File: config.mk
export PLATFORM = sky130hd
export DESIGN_NAME = tdc_evdma
export DESIGN_NICKNAME = d
export VERILOG_FILES = /design/src/rtl/tdc_evdma_pkg.sv /design/src/rtl/tdc_evdma_rr.sv /design/src/rtl/tdc_evdma.sv
export SDC_FILE = /design/constraint.sdc
export NUM_CORES = 1
export LEC_CHECK = 0
export BUFFER_PORTS_ARGS = -buffer_cell sky130_fd_sc_hd__buf_4
export CAP_MARGIN = 10
export CORE_ASPECT_RATIO = 0.7
export CORE_MARGIN = 5
export CORE_UTILIZATION = 42
export CTS_CLUSTER_SIZE = 24
export DETAILED_ROUTE_END_ITERATION = 6
export HOLD_SLACK_MARGIN = 0.05
export PLACE_DENSITY = 0.61
export SLEW_MARGIN = 20
export SYNTH_ARGS = -nofsm -noshare
export SYNTH_HDL_FRONTEND = slang
export SYNTH_SLANG_ARGS = --single-unit
File: constraint.sdc
create_clock -name sys_clk -period 6 [get_ports sys_clk]
set_input_delay 1.5 -clock sys_clk [delete_from_list [all_inputs] [get_ports sys_clk]]
set_output_delay 1.5 -clock sys_clk [all_outputs]
set_load 0.005 [all_outputs]
File: src/rtl/tdc_evdma_pkg.sv
// Shared definitions for the TDC event-capture DMA: register map, FSM encoding,
// event word layout and counter widths.
package tdc_evdma_pkg;

  localparam logic [2:0] REG_CTRL   = 3'd0;
  localparam logic [2:0] REG_BASE   = 3'd1;
  localparam logic [2:0] REG_SIZE   = 3'd2;
  localparam logic [2:0] REG_WPTR   = 3'd3;
  localparam logic [2:0] REG_RPTR   = 3'd4;
  localparam logic [2:0] REG_LEVEL  = 3'd5;
  localparam logic [2:0] REG_OVF    = 3'd6;
  localparam logic [2:0] REG_THRESH = 3'd7;

  typedef enum logic {
    ST_IDLE  = 1'b0,
    ST_WRITE = 1'b1
  } state_t;

  localparam int WORD_W = 32;
  localparam int OVF_W  = 16;
  localparam int PTR_W  = 14;

  localparam logic [3:0] SIZE_RST = 4'd10;
  localparam logic [3:0] SIZE_MAX = 4'd14;

  // Channel index sits in the top bits of the event word, timestamp below it.
  function automatic int ch_width(input int n);
    return $clog2(n);
  endfunction

  function automatic int ts_width_of(input int n);
    return WORD_W - $clog2(n);
  endfunction

  function automatic int ch_pos(input int n);
    return WORD_W - $clog2(n);
  endfunction

endpackage

File: src/rtl/tdc_evdma_rr.sv
// nch-way round-robin arbiter; search starts one past the last granted channel.
module tdc_evdma_rr
  import tdc_evdma_pkg::*;
#(
  parameter int nch = 2
) (
  input  logic           clk,
  input  logic           rst,
  input  logic [nch-1:0] req,
  input  logic           advance,
  output logic [nch-1:0] grant
);

  localparam int CH_W = ch_width(nch);

  logic [CH_W-1:0] last;
  logic [CH_W-1:0] gidx;
  logic [CH_W-1:0] idx;
  logic            found;

  always_comb begin
    grant = '0;
    gidx  = last;
    idx   = last;
    found = 1'b0;
    // nch is a power of two, so the index wraps by truncation.
    for (int i = 1; i <= nch; i++) begin
      idx = last + CH_W'(i);
      if (!found && req[idx]) begin
        grant[idx] = 1'b1;
        gidx       = idx;
        found      = 1'b1;
      end
    end
  end

  always_ff @(posedge clk) begin
    if (rst) begin
      last <= CH_W'(nch - 1);
    end else if (advance) begin
      last <= gidx;
    end
  end

endmodule

File: src/rtl/tdc_evdma.sv
// TDC event-capture DMA: per-channel holding registers, round-robin onto a
// Wishbone master, ring buffer CSRs. TDCEVDMA_IRQ_EN enables THRESH and irq.
module tdc_evdma
  import tdc_evdma_pkg::*;
#(
  parameter logic [3:0] csr_addr = 4'h2,
  parameter int         nch      = 2,
  parameter int         ts_width = 31
) (
  input  logic                    sys_clk,
  input  logic                    sys_rst,
  input  logic [13:0]             csr_a,
  input  logic                    csr_we,
  input  logic [31:0]             csr_di,
  output logic [31:0]             csr_do,
  input  logic [nch-1:0]          detect_i,
  input  logic [nch*ts_width-1:0] ts_i,
  output logic [31:0]             wbm_adr_o,
  output logic [31:0]             wbm_dat_o,
  output logic [3:0]              wbm_sel_o,
  output logic [2:0]              wbm_cti_o,
  output logic                    wbm_we_o,
  output logic                    wbm_cyc_o,
  output logic                    wbm_stb_o,
  input  logic                    wbm_ack_i,
  output logic                    irq
);

  localparam int CH_W = ch_width(nch);

  state_t              state;
  logic                enable;
  logic [29:0]         base;
  logic [3:0]          size;
  logic [PTR_W-1:0]    wptr, rptr, mask, level;
  logic [OVF_W-1:0]    ovf, ovf_next;
  logic [OVF_W:0]      ovf_sum;
  logic                discard;
  logic [nch-1:0]      pending, grant, load, drop;
  logic [ts_width-1:0] ts_hold [nch];
  logic [CH_W-1:0]     gidx;
  logic [2:0]          ndrop;
  logic                sel, wr, clear, fire;
  logic [2:0]          ridx;
  logic [31:0]         rdata;
  logic                unused_bits;
`ifdef TDCEVDMA_IRQ_EN
  logic [31:0]         thresh;
`endif

  assign wbm_sel_o = 4'hf;
  assign wbm_cti_o = 3'b000;
  assign wbm_we_o  = 1'b1;
  assign unused_bits = ^{csr_a[9:3], csr_di};

  assign ridx  = csr_a[2:0];
  assign sel   = (csr_a[13:10] == csr_addr);
  assign wr    = sel && csr_we;
  // Reprogramming the ring geometry invalidates the pointers, so it clears too.
  assign clear = wr && (((ridx == REG_CTRL) && csr_di[1]) ||
                        (ridx == REG_BASE) || (ridx == REG_SIZE));

  assign mask  = PTR_W'((15'd1 << size) - 15'd1);
  assign level = (wptr - rptr) & mask;
  assign fire  = (state == ST_IDLE) && (|pending) && (level < mask) && !clear;

  tdc_evdma_rr #(.nch(nch)) u_rr (
    .clk     (sys_clk),
    .rst     (sys_rst),
    .req     (pending),
    .advance (fire),
    .grant   (grant)
  );

  always_comb begin
    gidx  = '0;
    ndrop = '0;
    load  = '0;
    drop  = '0;
    for (int k = 0; k < nch; k++) begin
      if (grant[k]) gidx = CH_W'(k);
      load[k] = enable && detect_i[k] && (!pending[k] || (fire && grant[k]));
      drop[k] = enable && detect_i[k] && pending[k] && !(fire && grant[k]);
      if (drop[k]) ndrop = ndrop + 3'd1;
    end
    ovf_sum  = {1'b0, ovf} + (OVF_W + 1)'(ndrop);
    ovf_next = ovf_sum[OVF_W] ? {OVF_W{1'b1}} : ovf_sum[OVF_W-1:0];
  end

  always_comb begin
    rdata = '0;
    case (ridx)
      REG_CTRL:   rdata = {31'b0, enable};
      REG_BASE:   rdata = {base, 2'b00};
      REG_SIZE:   rdata = {28'b0, size};
      REG_WPTR:   rdata = {{(32-PTR_W){1'b0}}, wptr};
      REG_RPTR:   rdata = {{(32-PTR_W){1'b0}}, rptr};
      REG_LEVEL:  rdata = {{(32-PTR_W){1'b0}}, level};
      REG_OVF:    rdata = {{(32-OVF_W){1'b0}}, ovf};
`ifdef TDCEVDMA_IRQ_EN
      REG_THRESH: rdata = thresh;
`endif
      default:    rdata = '0;
    endcase
  end

`ifdef TDCEVDMA_IRQ_EN
  assign irq = ({{(32-PTR_W){1'b0}}, level} >= thresh) && (thresh != 32'd0);
`else
  assign irq = 1'b0;
`endif

  always_ff @(posedge sys_clk) begin
    if (sys_rst) begin
      state     <= ST_IDLE;
      enable    <= 1'b0;
      base      <= '0;
      size      <= SIZE_RST;
      wptr      <= '0;
      rptr      <= '0;
      ovf       <= '0;
      pending   <= '0;
      discard   <= 1'b0;
      wbm_cyc_o <= 1'b0;
      wbm_stb_o <= 1'b0;
      csr_do    <= '0;
`ifdef TDCEVDMA_IRQ_EN
      thresh    <= '0;
`endif
    end else begin
      csr_do <= sel ? rdata : 32'd0;
      if (wr) begin
        case (ridx)
          REG_CTRL:   enable <= csr_di[0];
          REG_BASE:   base   <= csr_di[31:2];
          REG_SIZE:   size   <= (csr_di > 32'd14) ? SIZE_MAX : csr_di[3:0];
          REG_RPTR:   rptr   <= csr_di[PTR_W-1:0] & mask;
`ifdef TDCEVDMA_IRQ_EN
          REG_THRESH: thresh <= csr_di;
`endif
          default: ;
        endcase
      end

      ovf <= ovf_next;
      for (int k = 0; k < nch; k++) begin
        if (load[k])                pending[k] <= 1'b1;
        else if (fire && grant[k])  pending[k] <= 1'b0;
      end

      case (state)
        ST_IDLE: begin
          if (fire) begin
            state     <= ST_WRITE;
            wbm_cyc_o <= 1'b1;
            wbm_stb_o <= 1'b1;
          end
        end
        ST_WRITE: begin
          if (wbm_ack_i) begin
            state     <= ST_IDLE;
            wbm_cyc_o <= 1'b0;
            wbm_stb_o <= 1'b0;
            discard   <= 1'b0;
            if (!discard) wptr <= (wptr + PTR_W'(1)) & mask;
          end
        end
      endcase

      // An in-flight write finishes on the bus but its ack must not advance WPTR.
      if (clear) begin
        wptr    <= '0;
        rptr    <= '0;
        ovf     <= '0;
        pending <= '0;
        if ((state == ST_WRITE) && !wbm_ack_i) discard <= 1'b1;
      end
    end
  end

  always_ff @(posedge sys_clk) begin
    for (int k = 0; k < nch; k++) begin
      if (load[k]) ts_hold[k] <= ts_i[k*ts_width +: ts_width];
    end
    if (fire) begin
      wbm_adr_o <= {base, 2'b00} + {{(30-PTR_W){1'b0}}, wptr, 2'b00};
      wbm_dat_o <= {gidx, ts_hold[gidx]};
    end
  end

endmodule

== Yosys cells after proc, flatten, opt, wreduce, memory -nomap -nowiden ==
Memories as Yosys holds them, arrays and structs flattened. A register that Yosys moved wholly into a read port is not among the register bits.
Cells that the tools add are included.

* Memories kept: 1
* Memory bits (writable): 62
* Input bits: 114
* Bits in registers: 181
* Logic and storage cells: 126
* Output and inout port bits: 107

{| class="wikitable"
|+ Memories
! memory !! words !! width !! read ports !! clocked after Yosys merged registers in !! write ports !! RTL line !! RTL
|-
| ts_hold || 2 || 31 || 1 || 1 || 2 || tdc_evdma.sv:40 || <nowiki>logic [ts_width-1:0] ts_hold [nch];</nowiki>
|}

* Shift-type cells: 1
* Eq/ne operators: 9
* Reductions and logical operators: 44
* Add/sub/neg operators: 7
* Mux-type cells: 35
* $lt $le $gt $ge: 6
* Bitwise gates (word level): 8

{| class="wikitable"
|+ Operator list
! cell !! number
|-
| $pmux 32 s7 || 1
|-
| $and 14x14->14 || 3
|-
| $add 32x16->32 || 1
|-
| $gt 32x4->1 const B || 1
|-
| $mux 1 || 25
|-
| $logic_and 1x1->1 || 20
|-
| $add 16x3->17 || 1
|-
| $mux 16 || 1
|-
| $add 14x1->14 const B || 1
|-
| $lt 14x14->1 || 1
|-
| $shl 1x4->14 const A || 1
|-
| $sub 14x1->14 const B || 1
|-
| $sub 14x14->14 || 1
|-
| $reduce_and 2->1 || 5
|-
| $eq 3x3->1 const B || 3
|-
| $logic_not 1->1 || 7
|-
| $eq 3x2->1 const B || 2
|-
| $reduce_and 3->1 || 2
|-
| $reduce_or 2->1 || 3
|-
| $eq 4x2->1 const B || 1
|-
| $logic_or 1x1->1 || 4
|-
| $lt 1x2->1 const B || 2
|-
| $mux 2 || 2
|-
| $mux 4 || 1
|-
| other kinds (12) || 20
|}

== Logic depth before layout (Yosys ltp) ==
Gate-level depths: netlist of run 1.

* Depth after elaboration: 16
* Depth in mapped cells: 24
* Gate-level depth less buffers: 22

== Cells and area by module ==
Synthesis of run 1 repeated with hierarchy kept, for this count alone.

* Cells, all modules: 1070
* Area total of the unflattened synthesis: 11184.5 um^2

{| class="wikitable"
|+ Modules (own cells, without submodules)
! module !! cells each !! times used !! area each (um^2) !! sequential area each (um^2)
|-
| tdc_evdma || 1063 || 1 || 11123.2 || 6045.8
|-
| tdc_evdma_rr || 7 || 1 || 61.3 || 20.0
|}

== Worst setup path after synthesis of run 1 ==
OpenSTA, ideal clock, no wires.

* Path kind: reg2reg
* Start: reg size[3]
* End: reg ovf[10]
* Stages on the path, launching flop included: 25
* Buffers on the path: 5
* Data required time: 5.930 ns
* Data arrival time: 4.983 ns
* Slack: 0.947 ns
* Cell sequence: dfxtp_1 buf_6 clkbuf_1 clkbuf_1 nand3b_1 ha_1 clkbuf_1 nor4_1 a21o_1 a22oi_1 o22ai_1 or4_1 a2111o_1 nor2_4 o21ai_2 nor2_1 ha_1 ha_1 inv_1 fa_1 nor2_1 nand3_1 or2_2 clkbuf_1 a21oi_1

* Word-level cells in the longest chain between the ends: 14
* Elaborated cells on any way between the ends: 17
* Classes of those cells: 3 x add/sub; 1 x order compare; 1 x shift; 3 x mux; 1 x bitwise; 8 x reduce/logical

{| class="wikitable"
|+ Ends and longest elaborated chain
! item !! RTL line !! RTL
|-
| start, declared || tdc_evdma.sv:34 || <nowiki>logic [3:0] size;</nowiki>
|-
| start signal, assigned || tdc_evdma.sv:136 || <nowiki>REG_SIZE: size <= (csr_di > 32'd14) ? SIZE_MAX : csr_di[3:0];</nowiki>
|-
| $shl 1x4->14 * || tdc_evdma.sv:63 || <nowiki>assign mask = PTR_W'((15'd1 << size) - 15'd1);</nowiki>
|-
| $sub 14x1->14 * || tdc_evdma.sv:63 ||
|-
| $and 14x14->14 || tdc_evdma.sv:64 || <nowiki>assign level = (wptr - rptr) & mask;</nowiki>
|-
| $lt 14x14->1 * || tdc_evdma.sv:65 || <nowiki>assign fire = (state == ST_IDLE) && (|pending) && (level < mask) && !clear;</nowiki>
|-
| $logic_and 1x1->1 * (2 in series) || tdc_evdma.sv:65 ||
|-
| $logic_and 1x1->1 || tdc_evdma.sv:83 || <nowiki>drop[k] = enable && detect_i[k] && pending[k] && !(fire && grant[k]);</nowiki>
|-
| $logic_not 1->1 || tdc_evdma.sv:83 ||
|-
| $logic_and 1x1->1 || tdc_evdma.sv:83 ||
|-
| $mux 1 || tdc_evdma.sv:84 || <nowiki>if (drop[k]) ndrop = ndrop + 3'd1;</nowiki>
|-
| $add 3x1->3 || tdc_evdma.sv:84 ||
|-
| $mux 3 * || tdc_evdma.sv:84 ||
|-
| $add 16x3->17 * || tdc_evdma.sv:86 || <nowiki>ovf_sum = {1'b0, ovf} + (OVF_W + 1)'(ndrop);</nowiki>
|-
| $mux 16 * || tdc_evdma.sv:87 || <nowiki>ovf_next = ovf_sum[OVF_W] ? {OVF_W{1'b1}} : ovf_sum[OVF_W-1:0];</nowiki>
|-
| end signal, assigned || tdc_evdma.sv:145 || <nowiki>ovf <= ovf_next;</nowiki>
|-
| end, declared || tdc_evdma.sv:36 || <nowiki>logic [OVF_W-1:0] ovf, ovf_next;</nowiki>
|}

Mark *: on every way between the ends. The rest lies on a longest branch, timed or not.
A chain may end at the register's enable or synchronous reset.

== Worst setup path after layout of run 1 ==
* Start: reg wptr[0]
* End: reg ovf[0]

* Word-level cells in the longest chain between the ends: 13
* Elaborated cells on any way between the ends: 16
* Classes of those cells: 3 x add/sub; 1 x order compare; 3 x mux; 1 x bitwise; 8 x reduce/logical

{| class="wikitable"
|+ Ends and longest elaborated chain
! item !! RTL line !! RTL
|-
| start, declared || tdc_evdma.sv:35 || <nowiki>logic [PTR_W-1:0] wptr, rptr, mask, level;</nowiki>
|-
| start signal, assigned || tdc_evdma.sv:165 || <nowiki>if (!discard) wptr <= (wptr + PTR_W'(1)) & mask;</nowiki>
|-
| $sub 14x14->14 * || tdc_evdma.sv:64 ||
|-
| $and 14x14->14 * || tdc_evdma.sv:64 ||
|-
| $lt 14x14->1 * || tdc_evdma.sv:65 ||
|-
| $logic_and 1x1->1 * (2 in series) || tdc_evdma.sv:65 ||
|-
| $logic_and 1x1->1 || tdc_evdma.sv:83 ||
|-
| $logic_not 1->1 || tdc_evdma.sv:83 ||
|-
| $logic_and 1x1->1 || tdc_evdma.sv:83 ||
|-
| $mux 1 || tdc_evdma.sv:84 ||
|-
| $add 3x1->3 || tdc_evdma.sv:84 ||
|-
| $mux 3 * || tdc_evdma.sv:84 ||
|-
| $add 16x3->17 * || tdc_evdma.sv:86 ||
|-
| $mux 16 * || tdc_evdma.sv:87 ||
|}

Marked as above.

==> results.py, run 1 <==
metrics = {
    "global_route": {
        "antenna_found_initial": 1,
        "grt_pass1_vias": 8319,
        "grt-ovfl-total": 0,
        "grt_max_degree": 47,
        "track_usage_pct": 20.7,
        "grt_pass1_wl_um": 49100,
    },
    "critical_path": {
        "startpoint_type": "flip-flop",
        "critPathCaptureType": "flip-flop",
        "path_max_fanout": 13,
        "critPathRequiredTime_ns": 6.44,
        "arrival_ns": 5.84,
        "critPathKind": "reg -> reg",
    },
    "clocking": {
        "numClockSinks": 241,
        "hold_buffers": 0,
        "clockBufferDepth": 3,
        "cts_root_buf": "clkbuf_16",
        "clkLatencyLatePin_ns": 0.53,
        "post_cts_buffers": 0,
        "clk_pin_slew_ns": 0.06,
        "htree_levels": 1,
        "cts_buffers": 26,
        "post_cts_resized": 0,
        "cts_tree": "done",
    },
    "yosys": {
        "synth_cell_types": 70,
        "ys.warnings.count": 0,
        "synth_top_family_by_area": "simple AND/OR/NAND/NOR gates",
        "syn_area_mm2": 0.0112,
        "yosys.cell_count.top_type": "edfxtp_1",
        "yosysTopAreaCell": "edfxtp_1",
        "synth-edff-count": 124,
        "synth-async-reset-ratio_pct": 0,
        "synth_compound_area_share_pct": 12.5,
        "synth_mux_area_share_pct": 5.56,
        "ys_seq_elements": 241,
        "synth.avg_cell_area_um2": 10.6,
        "synth_top_area_share_pct": 33.3,
        "synthAdderAreaFrac_pct": 4.11,
        "synth.area.top_cells": "edfxtp_1 33%, dfxtp_1 21%, a21oi_1 4.3%",
        "synthSimpleGateAreaFrac_pct": 15.0,
        "synth_cells": 1057,
        "synth_ff_type": "edfxtp_1",
        "synthXorXnorAreaFrac_pct": 4.62,
        "seq_area_frac_synth_pct": 54.2,
        "netlist_top_cells_count": "124 x edfxtp_1, 117 x dfxtp_1, 114 x nand2_1",
    },
    "worst_hold_path": {
        "hold_class": "reg -> reg",
    },
    "floorplan": {
        "fp.coreArea_mm2": 0.0265,
        "die_x_um": 205,
        "initial_utilization_pct": 42.2,
        "core.rowCount": 50,
        "fp.dieH_um": 147,
        "dieArea_mm2": 0.0301,
        "top_level_ports": 221,
    },
    "routing": {
        "drc": 0,
        "ant_nets": 0,
        "viasPerCell": 5.34,
        "wl_per_cell_um": 19.6,
        "drt_iter0_drc": 745,
        "totalWireLength_um": 32000,
        "dr.pass1.iters": 5,
        "vias": 8722,
    },
    "sta": {
        "max-slew-margin-rel_pct": 30.1,
        "setup_viol": 0,
        "worst_pin_slew_ns": 1.05,
        "fmax_mhz": 185,
        "finalHoldViolCount": 0,
        "clock_skew_ns": 0.0164,
        "drv_slew": 0,
        "post-route-period-util_pct": 90.1,
        "period_needed_ns": 5.40,
        "worst_slack_ns": 0.597,
        "rsz0062_at_grt": "no",
        "setup_tns_ns": 0,
    },
    "layout": {
        "final_nets": 1397,
        "syn2layout_area_growth_pct": 24.3,
        "drive_gt1_share_pct": 24.2,
        "final_area_mm2": 0.0139,
        "antenna_cells": 0,
    },
    "pwr": {
        "vdd_drop_max_mv": 0.188,
        "power_density_mw_per_mm2": 251,
        "p_leak_nw": 5.26,
    },
    "placement": {
        "dpl.hpwl_um": 23100,
        "gp_congestion": 0.888,
        "io_buffers": 202,
        "post_dp_cell_area_mm2": 0.0130,
        "place_ws_ns": 0.623,
    },
    "outcome": {
        "status": "complete, no violations",
    },
    "job": {
        "maxCapViolCount": 0,
    },
}
[power by group]
group | leakage (nW) | switching [mW] | internal [mW] | total (mW)
sequential | 2.00 | 0.000953 | 1.72 | 1.72
combinational | 2.83 | 0.0575 | 0.0567 | 0.114
clock | 0.432 | 0.656 | 0.996 | 1.65
[through the flow]
stage          power, mW  hold slack, ns  util [%]  instances
2_1_floorplan       1.80           0.444         -       1066
3_3_place_gp        1.87           0.457      49.1       1583
3_5_place_dp        1.87           0.461      49.1       1583
4_1_cts             3.53           0.470      52.4       1631
5_1_grt             3.60           0.490      52.5       1632
6_report            3.49           0.470      52.5       1632
[critical path, cell delays in order, from the launching register on]
cell,delay (ns)
dfxtp_1,0.39
inv_1,0.09
ha_1,0.17
inv_1,0.06
fa_1,0.42
a211oi_1,0.55
nor2_1,0.13
xor2_1,0.20
o22ai_1,0.10
or4_1,0.53
a2111o_1,0.46
nor2_4,0.21
o21ai_2,0.11
nor2_1,0.12
ha_1,0.15
ha_1,0.17
inv_1,0.06
fa_1,0.47
nor2_1,0.18
nand3_1,0.13
or2_2,0.46
a21oi_1,0.18
[per-layer routing]
metal | track usage [%] | part of all wire, % | vias to the layer above
met5 | 0 | 0.041 | -
met4 | 4.55 | 2.2 | 2
met3 | 5.93 | 9.0 | 47
met2 | 30.1 | 43 | 337
met1 | 30.6 | 46 | 4152
li1 | - | - | 4184
[registers in the layout (all words and copies together), names as in the netlist, named ones only]
signal     count
ts_hold       62
csr_do        32
wbm_dat_o     32
base          30
wbm_adr_o     30
ovf           16
rptr          14
wptr          14
size           4
pending        2
enable         1
state          1
u_rr.last      1
wbm_stb_o      1
[cells in the final DEF (no fill, tap or decap), drive strengths merged, types with 5 or more instances in the layout]
cell type | synthesis | final
nand2b | 7 | 7
conb | 2 | 11
o21ai | 27 | 27
nand3b | 6 | 6
nor3 | 16 | 16
and2 | 20 | 20
and3 | 11 | 11
mux2 | 31 | 31
or3 | 7 | 7
a21o | 17 | 17
o21bai | 5 | 5
ha | 32 | 32
a21oi | 97 | 97
or2 | 9 | 9
o22ai | 15 | 15
nor3b | 6 | 6
or4 | 5 | 5
mux2i | 25 | 25
dfxtp | 117 | 117
clkinv | 0 | 10
o211ai | 6 | 6
nor4 | 14 | 14
o21a | 7 | 7
clkbuf | 42 | 33
xor2 | 35 | 35
a211oi | 8 | 8
edfxtp | 124 | 124
xnor2 | 24 | 24
a31oi | 13 | 13
nor2b | 14 | 14
buf | 20 | 216
nand4 | 7 | 7
nor2 | 67 | 67
nand2 | 114 | 114
inv | 37 | 38
nand3 | 24 | 24
a22oi | 5 | 5
[cells by family (layout without fill, tap and decap cells)]
family	count (synthesis)	after routing
xor+xnor	59	59
compound gates	226	226
fa+ha+maj	35	35
buf+inv	99	301
other cells	2	11
mux	57	57
simple gates	338	338
flops	241	241
[worst paths after layout]
path	cells past startpoint	slack, ns	end	startpoint
max	21	0.60	ovf[0]	wptr[0]
min	2	0.47	rptr[6]	rptr[6]
max reg2reg	21	0.60	ovf[0]	wptr[0]
min reg2reg	2	0.47	rptr[6]	rptr[6]
[area by class of cell]
class                      instances  area, µm²
fill                            2414      12600
sequential                       241       6070
multi-input combinational        726       4750
timing repair buffer             216       1630
clock buffer                      33        698
tap                              364        455
clock inverter                    15        180
inverter                          37        139
Power figures use the tool's default switching activity.
==> run 2, diff against run 1 <==
--- a/config.mk
+++ b/config.mk
@@ -5,6 +5,7 @@
 export SDC_FILE = /design/constraint.sdc
 export NUM_CORES = 1
 export LEC_CHECK = 0
+export ABC_AREA = 1
 export BUFFER_PORTS_ARGS = -buffer_cell sky130_fd_sc_hd__buf_4
 export CAP_MARGIN = 10
 export CORE_ASPECT_RATIO = 0.7
@@ -13,7 +14,7 @@
 export CTS_CLUSTER_SIZE = 24
 export DETAILED_ROUTE_END_ITERATION = 6
 export HOLD_SLACK_MARGIN = 0.05
-export PLACE_DENSITY = 0.61
+export PLACE_DENSITY = 0.6
 export SLEW_MARGIN = 20
 export SYNTH_ARGS = -nofsm -noshare
 export SYNTH_HDL_FRONTEND = slang
==> run 2 against run 1 <==
  * Worst hold slack got worse by 0.0050 ns
  * Register-to-register slack improved by 0.39 ns
  * Flip-flop and latch count did not move
  * Fmax rose by 7.8%
==> results.py, run 2 <==
metrics = {
    "clocking": {
        "cts_buffers": 25,
        "hold_buffers": 0,
        "clockBufferDepth": 3,
        "post_cts_buffers": 0,
        "clk_pin_slew_ns": 0.07,
        "clkLatencyLatePin_ns": 0.53,
        "cts_tree": "done",
        "numClockSinks": 241,
        "cts_root_buf": "clkbuf_16",
        "post_cts_resized": 0,
        "htree_levels": 1,
    },
    "yosys": {
        "yosysTopAreaCell": "edfxtp_1",
        "synth_cells": 1256,
        "synth-async-reset-ratio_pct": 0,
        "synth.area.top_cells": "edfxtp_1 33%, dfxtp_1 21%, nand2_1 9.4%",
        "netlist_top_cells_count": "283 x nand2_1, 148 x inv_1, 124 x edfxtp_1",
        "synth_cell_types": 55,
        "ys_seq_elements": 241,
        "seq_area_frac_synth_pct": 53.7,
        "ys.warnings.count": 0,
        "syn_area_mm2": 0.0113,
        "synth_top_area_share_pct": 32.9,
        "synth-edff-count": 124,
        "synth.avg_cell_area_um2": 9.00,
        "yosys.cell_count.top_type": "nand2_1",
        "synth_ff_type": "edfxtp_1",
    },
    "floorplan": {
        "initial_utilization_pct": 42.4,
        "dieArea_mm2": 0.0303,
        "die_x_um": 206,
        "fp.coreArea_mm2": 0.0267,
        "top_level_ports": 221,
        "fp.dieH_um": 147,
        "core.rowCount": 50,
    },
    "critical_path": {
        "cp_top_family": "simple AND/OR/NAND/NOR gates",
        "critPathCaptureType": "flip-flop",
        "critPathBufInv": 6,
        "crit_cells": 29,
        "reg2reg_depth": 29,
        "critPathRequiredTime_ns": 6.47,
        "critPathKind": "reg -> reg",
        "cp_slowest_stage_delay_ns": 0.45,
        "crit_slowest_cell": "dfxtp_1",
        "path_max_fanout": 6,
        "startpoint_type": "flip-flop",
        "arrival_ns": 5.48,
        "crit_top_cell": "inv_1",
    },
    "layout": {
        "top_regs": "ts_hold: 62 flops, csr_do: 32 flops, wbm_dat_o: 32 flops",
        "fillers": 2486,
        "largest_register_ffs": 62,
        "top_register": "ts_hold",
        "drive_gt1_share_pct": 19.7,
        "mostFrequentLayoutCells": "283 x nand2_1, 211 x buf_4, 145 x inv_1, 124 x edfxtp_1, 117 x dfxtp_1",
        "mostFrequentLayoutCell": "nand2_1",
        "antenna_cells": 0,
        "final_nets": 1607,
        "stdcell_count": 1840,
        "syn2layout_area_growth_pct": 23.8,
    },
    "sta": {
        "setup_tns_ns": 0,
        "worst_slack_ns": 0.988,
        "setup_viol": 0,
        "drv_slew": 0,
        "worst_pin_slew_ns": 1.15,
        "rsz0062_at_grt": "no",
        "post-route-period-util_pct": 83.5,
        "clock_skew_ns": 0.0143,
        "period_needed_ns": 5.01,
        "fmax_mhz": 200,
        "holdWs_ns": 0.465,
        "max-slew-margin-rel_pct": 23.2,
        "finalHoldViolCount": 0,
    },
    "routing": {
        "dr.pass1.iters": 7,
        "wl_per_cell_um": 17.8,
        "drt_iter0_drc": 752,
        "drc": 0,
        "ant_nets": 0,
        "totalWireLength_um": 32800,
        "vias": 9334,
        "viasPerCell": 5.07,
    },
    "worst_hold_path": {
        "worstHoldPathCells": 2,
        "hold_class": "reg -> reg",
    },
    "placement": {
        "io_buffers": 202,
        "gp_congestion": 0.925,
        "placed_cells": 1793,
        "dpl.hpwl_um": 24700,
        "place_ws_ns": 0.485,
    },
    "global_route": {
        "antenna_found_initial": 0,
        "grt-ovfl-total": 0,
        "track_usage_pct": 21.0,
        "grt_pass1_vias": 8948,
        "grt_max_degree": 39,
        "grt_pass1_wl_um": 50400,
    },
    "job": {
        "maxCapViolCount": 0,
    },
    "outcome": {
        "status": "complete, no violations",
    },
    "pwr": {
        "p_leak_nw": 5.92,
        "vdd_drop_max_mv": 0.266,
        "power_density_mw_per_mm2": 244,
    },
}
==> run 2: area by class of cell <==
type                            count  area [µm²]  share of cell area, %
Inverter                          153         577                   4.12
Clock buffer                       38         716                   5.11
Multi-Input combinational cell    824        4470                   31.9
Sequential cell                   241        6070                   43.3
Clock inverter                      7        93.8                  0.671
Tap cell                          364         455                   3.25
Timing Repair Buffer              213        1620                   11.6
==> run 2: final timing paths <==
check / from / endpoint / slack (ns)
hold / removal: rptr[2] / rptr[2] / 0.47
setup / recovery: wptr[0] / ovf[13] / 0.99
hold reg to reg: rptr[2] / rptr[2] / 0.47
setup reg to reg: wptr[0] / ovf[13] / 0.99
==> run 2: report_power, final <==
| part | switching [mW] | internal (mW) |
|---|---|---|
| Combinational | 0.0658 | 0.0577 |
| Sequential | 0.00149 | 1.72 |
| Clock | 0.646 | 0.912 |
==> run 2: worst reg2reg max path: cells and delay by family, from the launching register on <==
kind	cells	cell delay, ns
flip-flops	1	0.45
adder cells (fa/ha/maj)	5	1.21
buffers and inverters	6	0.57
AND/OR/NAND/NOR	16	2.56
AO/OA/AOI/OAI	2	0.16
==> run 2: routing by layer <==
metal	GRT usage (%)	part of all wire [%]	vias up
li1	-	-	4619
met1	30.7	45	4303
met2	30.5	42	357
met3	6.86	10	55
met4	4.65	2.0	0
met5	0	0	-
==> run 2: cell families after synthesis <==
logic type      Yosys count  share of synthesized area [%]
simple gates            518                           20.4
flops                   241                           53.7
compound gates          215                           10.9
buf+inv                 200                           7.31
xor+xnor                 45                           3.49
fa+ha+maj                35                           4.07
other cells               2                         0.0664
==> run 2: metrics by stage <==
step / instance area [µm²] / utilization [%] / total power [mW]
2_1_floorplan: 11300 / - / 1.81
6_report: 14000 / 52.5 / 3.41
3_3_place_gp: 13100 / 49.3 / 1.88
3_5_place_dp: 13100 / 49.3 / 1.88
4_1_cts: 14000 / 52.4 / 3.44
5_1_grt: 14000 / 52.5 / 3.52
